<file path="src/rtl/pixel_frame_tx.sv">
// Frame buffer and streamer feeding a convolution engine.
// Pixels are loaded while idle, streamed out in raster order on start, and the
// engine's result phase is then tracked until all results have been flagged.
module pixel_frame_tx #(
  parameter int unsigned N       = 10,
  parameter int unsigned PIX_W   = 8,
  parameter int unsigned TIMEOUT = 4096
) (
  input  logic                   clk,
  input  logic                   reset,
  input  logic                   load_en,
  input  logic [$clog2(N*N)-1:0] load_addr,
  input  logic [PIX_W-1:0]       load_r,
  input  logic [PIX_W-1:0]       load_g,
  input  logic [PIX_W-1:0]       load_b,
  input  logic                   start,
  input  logic                   start_add_1,
  output logic [PIX_W-1:0]       pixel_r,
  output logic [PIX_W-1:0]       pixel_g,
  output logic [PIX_W-1:0]       pixel_b,
  output logic                   data_in_en,
  output logic                   result_valid,
  output logic                   busy,
  output logic                   frame_done,
  output logic                   timeout_err
);

  localparam int unsigned NPIX    = N * N;
  localparam int unsigned RES_CNT = (N - 2) * (N - 2);
  localparam int unsigned ADDR_W  = $clog2(NPIX);
  localparam int unsigned RA_W    = ADDR_W + 1;
  localparam int unsigned RC_W    = $clog2(RES_CNT) + 1;
  localparam int unsigned WC_W    = $clog2(TIMEOUT) + 1;
  localparam int unsigned DATA_W  = 3 * PIX_W;

  typedef enum logic [2:0] {
    IDLE     = 3'd0,
    STREAM   = 3'd1,
    WAIT_RES = 3'd2,
    COLLECT  = 3'd3,
    DONE     = 3'd4
  } state_e;

  state_e              state_q, state_d;
  logic [RA_W-1:0]     rd_addr_q, rd_addr_d;
  logic [RC_W-1:0]     res_cnt_q, res_cnt_d;
  logic [WC_W-1:0]     wait_cnt_q, wait_cnt_d;
  logic [DATA_W-1:0]   pix_q, pix_d;
  logic                data_in_en_q, data_in_en_d;
  logic                result_valid_q, result_valid_d;
  logic                busy_q, busy_d;
  logic                frame_done_q, frame_done_d;
  logic                timeout_err_q, timeout_err_d;
  logic                mem_we_c;
  logic [DATA_W-1:0]   rd_data_c;

  logic [DATA_W-1:0]   mem [NPIX];

  // Frame buffer write port; contents survive reset.
  always_ff @(posedge clk) begin
    if (mem_we_c) begin
      mem[load_addr] <= {load_r, load_g, load_b};
    end
  end

  // Next-state and registered-output logic.
  always_comb begin
    state_d        = state_q;
    rd_addr_d      = rd_addr_q;
    res_cnt_d      = res_cnt_q;
    wait_cnt_d     = wait_cnt_q;
    pix_d          = '0;
    data_in_en_d   = 1'b0;
    result_valid_d = 1'b0;
    frame_done_d   = 1'b0;
    timeout_err_d  = timeout_err_q;
    busy_d         = 1'b0;
    mem_we_c       = 1'b0;
    rd_data_c      = mem[rd_addr_q[ADDR_W-1:0]];

    case (state_q)
      IDLE: begin
        if (start) begin
          // A write presented together with start is dropped.
          state_d       = STREAM;
          rd_addr_d     = '0;
          timeout_err_d = 1'b0;
        end else if (load_en && (RA_W'(load_addr) < RA_W'(NPIX))) begin
          mem_we_c = 1'b1;
        end
      end
      STREAM: begin
        if (rd_addr_q < RA_W'(NPIX)) begin
          pix_d        = rd_data_c;
          data_in_en_d = 1'b1;
          rd_addr_d    = rd_addr_q + RA_W'(1);
        end else begin
          state_d    = WAIT_RES;
          wait_cnt_d = '0;
        end
      end
      WAIT_RES: begin
        if (start_add_1) begin
          state_d        = COLLECT;
          res_cnt_d      = '0;
          result_valid_d = 1'b1;
        end else if (wait_cnt_q == WC_W'(TIMEOUT - 1)) begin
          state_d       = IDLE;
          timeout_err_d = 1'b1;
        end else begin
          wait_cnt_d = wait_cnt_q + WC_W'(1);
        end
      end
      COLLECT: begin
        // Count runs to completion regardless of start_add_1.
        if (res_cnt_q == RC_W'(RES_CNT - 1)) begin
          state_d      = DONE;
          frame_done_d = 1'b1;
        end else begin
          res_cnt_d      = res_cnt_q + RC_W'(1);
          result_valid_d = 1'b1;
        end
      end
      DONE: begin
        state_d = IDLE;
      end
      default: begin
        state_d = IDLE;
      end
    endcase

    busy_d = (state_d != IDLE);
  end

  // State and output registers.
  always_ff @(posedge clk or negedge reset) begin
    if (!reset) begin
      state_q        <= IDLE;
      rd_addr_q      <= '0;
      res_cnt_q      <= '0;
      wait_cnt_q     <= '0;
      pix_q          <= '0;
      data_in_en_q   <= 1'b0;
      result_valid_q <= 1'b0;
      busy_q         <= 1'b0;
      frame_done_q   <= 1'b0;
      timeout_err_q  <= 1'b0;
    end else begin
      state_q        <= state_d;
      rd_addr_q      <= rd_addr_d;
      res_cnt_q      <= res_cnt_d;
      wait_cnt_q     <= wait_cnt_d;
      pix_q          <= pix_d;
      data_in_en_q   <= data_in_en_d;
      result_valid_q <= result_valid_d;
      busy_q         <= busy_d;
      frame_done_q   <= frame_done_d;
      timeout_err_q  <= timeout_err_d;
    end
  end

  assign pixel_r      = pix_q[DATA_W-1 -: PIX_W];
  assign pixel_g      = pix_q[2*PIX_W-1 -: PIX_W];
  assign pixel_b      = pix_q[PIX_W-1:0];
  assign data_in_en   = data_in_en_q;
  assign result_valid = result_valid_q;
  assign busy         = busy_q;
  assign frame_done   = frame_done_q;
  assign timeout_err  = timeout_err_q;

endmodule

</file>
<file path="config.mk">
export PLATFORM = sky130hd
export DESIGN_NAME = pixel_frame_tx
export DESIGN_NICKNAME = d
export VERILOG_FILES = /design/src/rtl/pixel_frame_tx.sv
export SDC_FILE = /design/constraint.sdc
export NUM_CORES = 2
export LEC_CHECK = 0
export CAP_MARGIN = 10
export CORE_UTILIZATION = 58
export DETAILED_ROUTE_END_ITERATION = 12
export PLACE_DENSITY = 0.74
export SYNTH_ARGS = -nofsm -noshare
export SYNTH_HDL_FRONTEND = slang
export SYNTH_SLANG_ARGS = --single-unit
</file>
<file path="constraint.sdc">
create_clock -name clk -period 4.6 [get_ports clk]
set_input_delay 1.38 -clock clk [delete_from_list [all_inputs] [get_ports clk]]
set_output_delay 1.38 -clock clk [all_outputs]
set_load 0.03 [all_outputs]
</file>
# Word-level counts from Yosys, hierarchy flattened
# Memories as Yosys holds them, arrays and structs flattened.
# Cells that the tools add are included.
# word_totals
mem_bits_rw	2400
latch_bits	0
romBits	0
elab_cells	74
ff_bits	60
memories	1
# op_classes
n_eq_ne	13
multipliers	0
n_bitwise	0
shift	0
n_div	0
n_addsub	3
n_lt_le_gt_ge	2
mux	34
n_reduce_logical	11
# mem_list
memory	words	word_bits	read_ports	rd_clocked_by_memory_dff	write_ports	line	rtl
mem	100	24	1	0	1	57	logic [DATA_W-1:0] mem [NPIX];
# op_table
cell	count
2-to-1 mux 24 bit	2
2-to-1 mux 13 bit	3
one-hot mux 13 bit (2 select lines)	1
2-to-1 mux 8 bit	2
inequality test 2 bit (second input constant)	8
one-hot mux 8 bit (2 select lines)	1
2-to-1 mux 3 bit	5
2-to-1 mux 1 bit	14
2-to-1 mux 7 bit	2
one-hot mux 7 bit (2 select lines)	1
adder 13 x 1 -> 13 bit (second input constant)	1
equality test 13 x 12 -> 1 bit (second input constant)	1
one-hot mux 3 bit (4 select lines)	1
adder 8 x 1 -> 8 bit (second input constant)	1
< comparator 8 x 7 -> 1 bit (second input constant)	1
AND reduction 4 bit	2
nonzero test 2 bit	4
adder 7 x 1 -> 7 bit (second input constant)	1
equality test 7 x 6 -> 1 bit (second input constant)	1
< comparator 7 bit (second input constant)	1
equality test 3 x 2 -> 1 bit (second input constant)	2
AND reduction 3 bit	2
one-hot mux 1 bit (2 select lines)	2
equality test 3 x 1 -> 1 bit (second input constant)	1
3 further kinds	3

# Logic depth before layout (Yosys ltp)
# depth
word_depth	7
mapped_depth	13
ltp_nobuf	7

# Worst setup path after synthesis
# No wires, ideal clock.
# synth_timing
path_type	input port to flip-flop
start	input port load_addr[2]
end	memory mem[62][0] (netlist name), enable pin
arrival_ps	3416
cell_stages	6
setup_slack_ps	779
required_ps	4195
path_cell_list	o311ai_0 nand4b_1 nor2_1 nand3_1 clkbuf_1 nor2_1
# synth_between
elab_chain_cells	7
# synth_lines
item	line	rtl
from (decl)	12	input logic [$clog2(N*N)-1:0] load_addr,
< comparator 7 bit	88	end else if (load_en && (RA_W'(load_addr) < RA_W'(NPIX))) begin
logical AND 1 bit	88	
2-to-1 mux 1 bit	88	
2-to-1 mux 1 bit	83	if (start) begin
2-to-1 mux 1 bit	81	case (state_q)
2-to-1 mux 1 bit	61	if (mem_we_c) begin
2-to-1 mux 1 bit (implied by the code)	62	mem[load_addr] <= {load_r, load_g, load_b};
to (decl)	57	
# Several ways; a longest one is shown, not always the timed one.

# Final worst setup path
# layout_timing
start	register rd_addr_q[0]
end	register pix_q[9]
# layout_between
elab_chain_cells	3
elab_cells_between_ends	4
# layout_lines
item	line	rtl
from (decl)	45	logic [RA_W-1:0] rd_addr_q, rd_addr_d;
from (signal assigned)	150	rd_addr_q <= rd_addr_d;
memory read (100 x 24 bit) or < comparator 8 x 7 -> 1 bit (tied branches)	n/a	
2-to-1 mux 24 bit (*)	93	if (rd_addr_q < RA_W'(NPIX)) begin
2-to-1 mux 24 bit (*)	81	
named net pix_d[9]	48	logic [DATA_W-1:0] pix_q, pix_d;
to (signal assigned)	153	pix_q <= pix_d;
to (decl)	48	
# The timed path passes the listed nets; every way through them passes the cells marked *.
# A chain may end at the register's enable or synchronous reset.

==> out/results.ini <==
[run_status]
outcome = finished clean

[route]
drt-initial-drc-count = 7666
route.detailed.drc = 0
wl_per_cell_um = 35.35
vias = 48440
dr.pass1.iters = 7
wirelength_mm = 252.0
routed_via_density = 6.795
ant_nets = 0

[floorplan]
dieArea_um2 = 164600
fp.dieW_um = 405.7
rows = 147
ios = 65
die_h_um = 405.7
initial_core_util_pct = 58.68
core_area_um2 = 161100

[sta]
fmax_ghz = 0.2646
maxSlewViolCount = 0
skew_ns = 0.03388
relSlewSlack_pct = 9.636
worst_slew_pin_slew_ns = 1.353
timing.hold.ws_ns = 0.5159
setup_viol = 0
period_share_pct = 82.16
rsz0062_at_grt = false
hold_viol = 0
tns_ns = 0
period_minus_slack_ns = 3.779

[synth]
synth-seq-cells = 2460
synth_cells = 4393
syn_area_um2 = 94540
yosys_most_used_dff = edfxtp_1
synth_nets = 4432
yosysWarnings = 0
ys_types = 56
async_flop_share_pct = 2.439
syn_area_per_cell_um2 = 21.52
yosysSeqAreaShare_pct = 77.82
synth_edf_count = 2400

[global_route]
grt_pass1_wl_mm = 354.1
grt-ovfl-total = 0
antenna_found_initial = 13
grt_pass1_vias = 47330
grt_max_degree = 101
global_route.usage.total_pct = 31.16

[pwr]
irDropWorstVdd_mv = 0.3599
p_leak_nw = 34.21
power_w = 0.06069
p_per_area_nw_per_um2 = 562.2

[clock_tree]
cts_max_path_buffers = 3
cts_tree = yes
cts_num_sinks = 2460
clk_latency_ns = 0.87
postCtsSetupRepairBufs = 0
cts-resized-gates = 0
htreeDepth = 4
cts_buffers = 227
path_clk_slew_ns = 0.06
ctsHoldBuffers = 0
cts_root_buf = clkbuf_16

[job]
maxCapViolations = 0

[setup_path]
end_kind = flop
crit_start = rd_addr_q[0]
required_ns = 5.30
r2r-start = rd_addr_q[0]
startpoint_type = flop
crit_type = reg2reg
cp.arrival_ns = 4.48
crit_fanout = 22

[cells_and_area]
fin_nets = 4809
final_util_pct = 67.00
area_delta_synth_final_pct = 14.18
layout-drive-gt1-share_pct = 26.40
design_area_um2 = 107900

[placed_design]
gp_congestion = 0.9424
io_buffers = 64
place_area_um2 = 100800
place_hpwl_mm = 155.2

[min_path]
hp-class = reg2reg
hp-start = timeout_err

==> cells in the final DEF (no fill, tap or decap), types with 10 or more instances in the layout <==
master           count
edfxtp_1          2400
mux4_2             528
mux2i_1            253
clkbuf_16          232
buf_4              222
nand2_1            194
buf_12             134
nor2_2             100
clkbuf_1            85
a21oi_1             60
dfrtp_1             55
nor2_1              54
nand3_1             50
a211oi_1            49
o22ai_1             44
o21ai_0             39
clkdlybuf4s50_1     39
o221ai_1            38
clkinv_1            38
a22oi_1             37
a31oi_1             33
clkinv_2            29
a22o_1              18
a2111oi_0           17
nor2b_1             14
bufinv_16           14
nor3_1              13
xnor2_1             13
a211o_1             11
a221oi_1            10
==> stage by stage <==
step                instances  setup WS (ns)
detailed placement       6701         0.4173
floorplan                4393         0.7795
global route             7126         0.7702
global placement         6701         0.4073
CTS                      7126         0.9326
finish                   7128         0.8207
==> synthesized netlist by cell type, types with 4 or more instances <==
library cell,number,share of area [%]
mux4_2,528,13
a22o_1,18,0.17
o221ai_1,38,0.35
or3b_2,4,0.037
buf_2,56,0.30
o22ai_1,44,0.29
a32oi_1,7,0.065
edfxtp_1,2400,76
and2_1,7,0.046
xor2_1,5,0.046
mux2i_1,253,2.7
nor2_1,155,0.62
xnor2_1,13,0.12
nand4_1,8,0.053
nand2b_1,6,0.040
or2_2,6,0.040
dfrtp_1,60,1.6
nand2_1,194,0.77
o211ai_1,5,0.040
a21oi_1,60,0.32
buf_6,44,0.52
buf_1,20,0.079
buf_4,28,0.22
nor3_1,13,0.069
a211o_1,11,0.10
a221oi_1,10,0.093
mux2_2,5,0.060
or3_1,8,0.053
nand3_1,50,0.26
a211oi_1,49,0.39
a22oi_1,37,0.29
a2111oi_0,18,0.17
clkbuf_1,97,0.39
and3_1,8,0.053
inv_1,10,0.040
o21ai_0,39,0.21
a311o_1,5,0.053
a31oi_1,33,0.22
nor2b_1,15,0.099
==> power breakdown <==
part | switching [W] | internal, W | leakage (nW)
clock network | 0.00804 | 0.0101 | 3.44
logic | 0.0103 | 0.00689 | 8.43
registers | 0.000520 | 0.0248 | 22.3
==> critical path, cell delays in order (launching register included) <==
cell	delay, ns
dfrtp_4	0.91
buf_12	0.29
buf_4	0.23
buf_4	0.17
mux2i_1	0.20
o221ai_1	0.28
a211oi_1	0.56
a211oi_1	0.16
a31oi_1	0.37
buf_4	0.24
a31oi_1	0.17
==> sequential cells by signal (all words and copies together), names as in the netlist <==
register / cells
wait_cnt_q: 13
result_valid: 1
state_q: 3
pix_q: 24
rd_addr_q: 8
res_cnt_q: 7
busy: 1
timeout_err: 1
mem: 2400
frame_done: 1
data_in_en: 1
==> layer usage <==
layer | GRT usage [%] | share of wire (%)
met2 | 46.67 | 46
met3 | 7.857 | 14
met1 | 44.96 | 36
met4 | 11.45 | 4.1
met5 | 0 | 0.016
==> kinds of logic after synthesis <==
logic type,share of synthesized area (%)
buf+inv,1.583
simple gates,2.198
xor+xnor,0.1668
flops,77.82
fa+ha+maj,0.03971
compound gates,2.876
mux,15.32
==> cell type report <==
class,instances,area (um2)
diodes,2,5.005
clock buffers,322,6193
clock inverters,103,928.4
fillers,9910,53170
inverters,11,46.29
multi-input cells,1675,19740
flip-flops and latches,2460,73590
well taps,2160,2703
repair buffers,395,4740
==> final timing paths <==
path	to	slack, ns	cells past startpoint
setup / recovery	pix_q[9]	0.82	10
hold / removal	timeout_err	0.52	2
setup reg to reg	pix_q[9]	0.82	10
hold reg to reg	timeout_err	0.52	2
max in group asynchronous	rd_addr_q[3]	3.31	1
min in group asynchronous	frame_done	0.61	1
No activity file was read; power rests on OpenSTA's default activity.
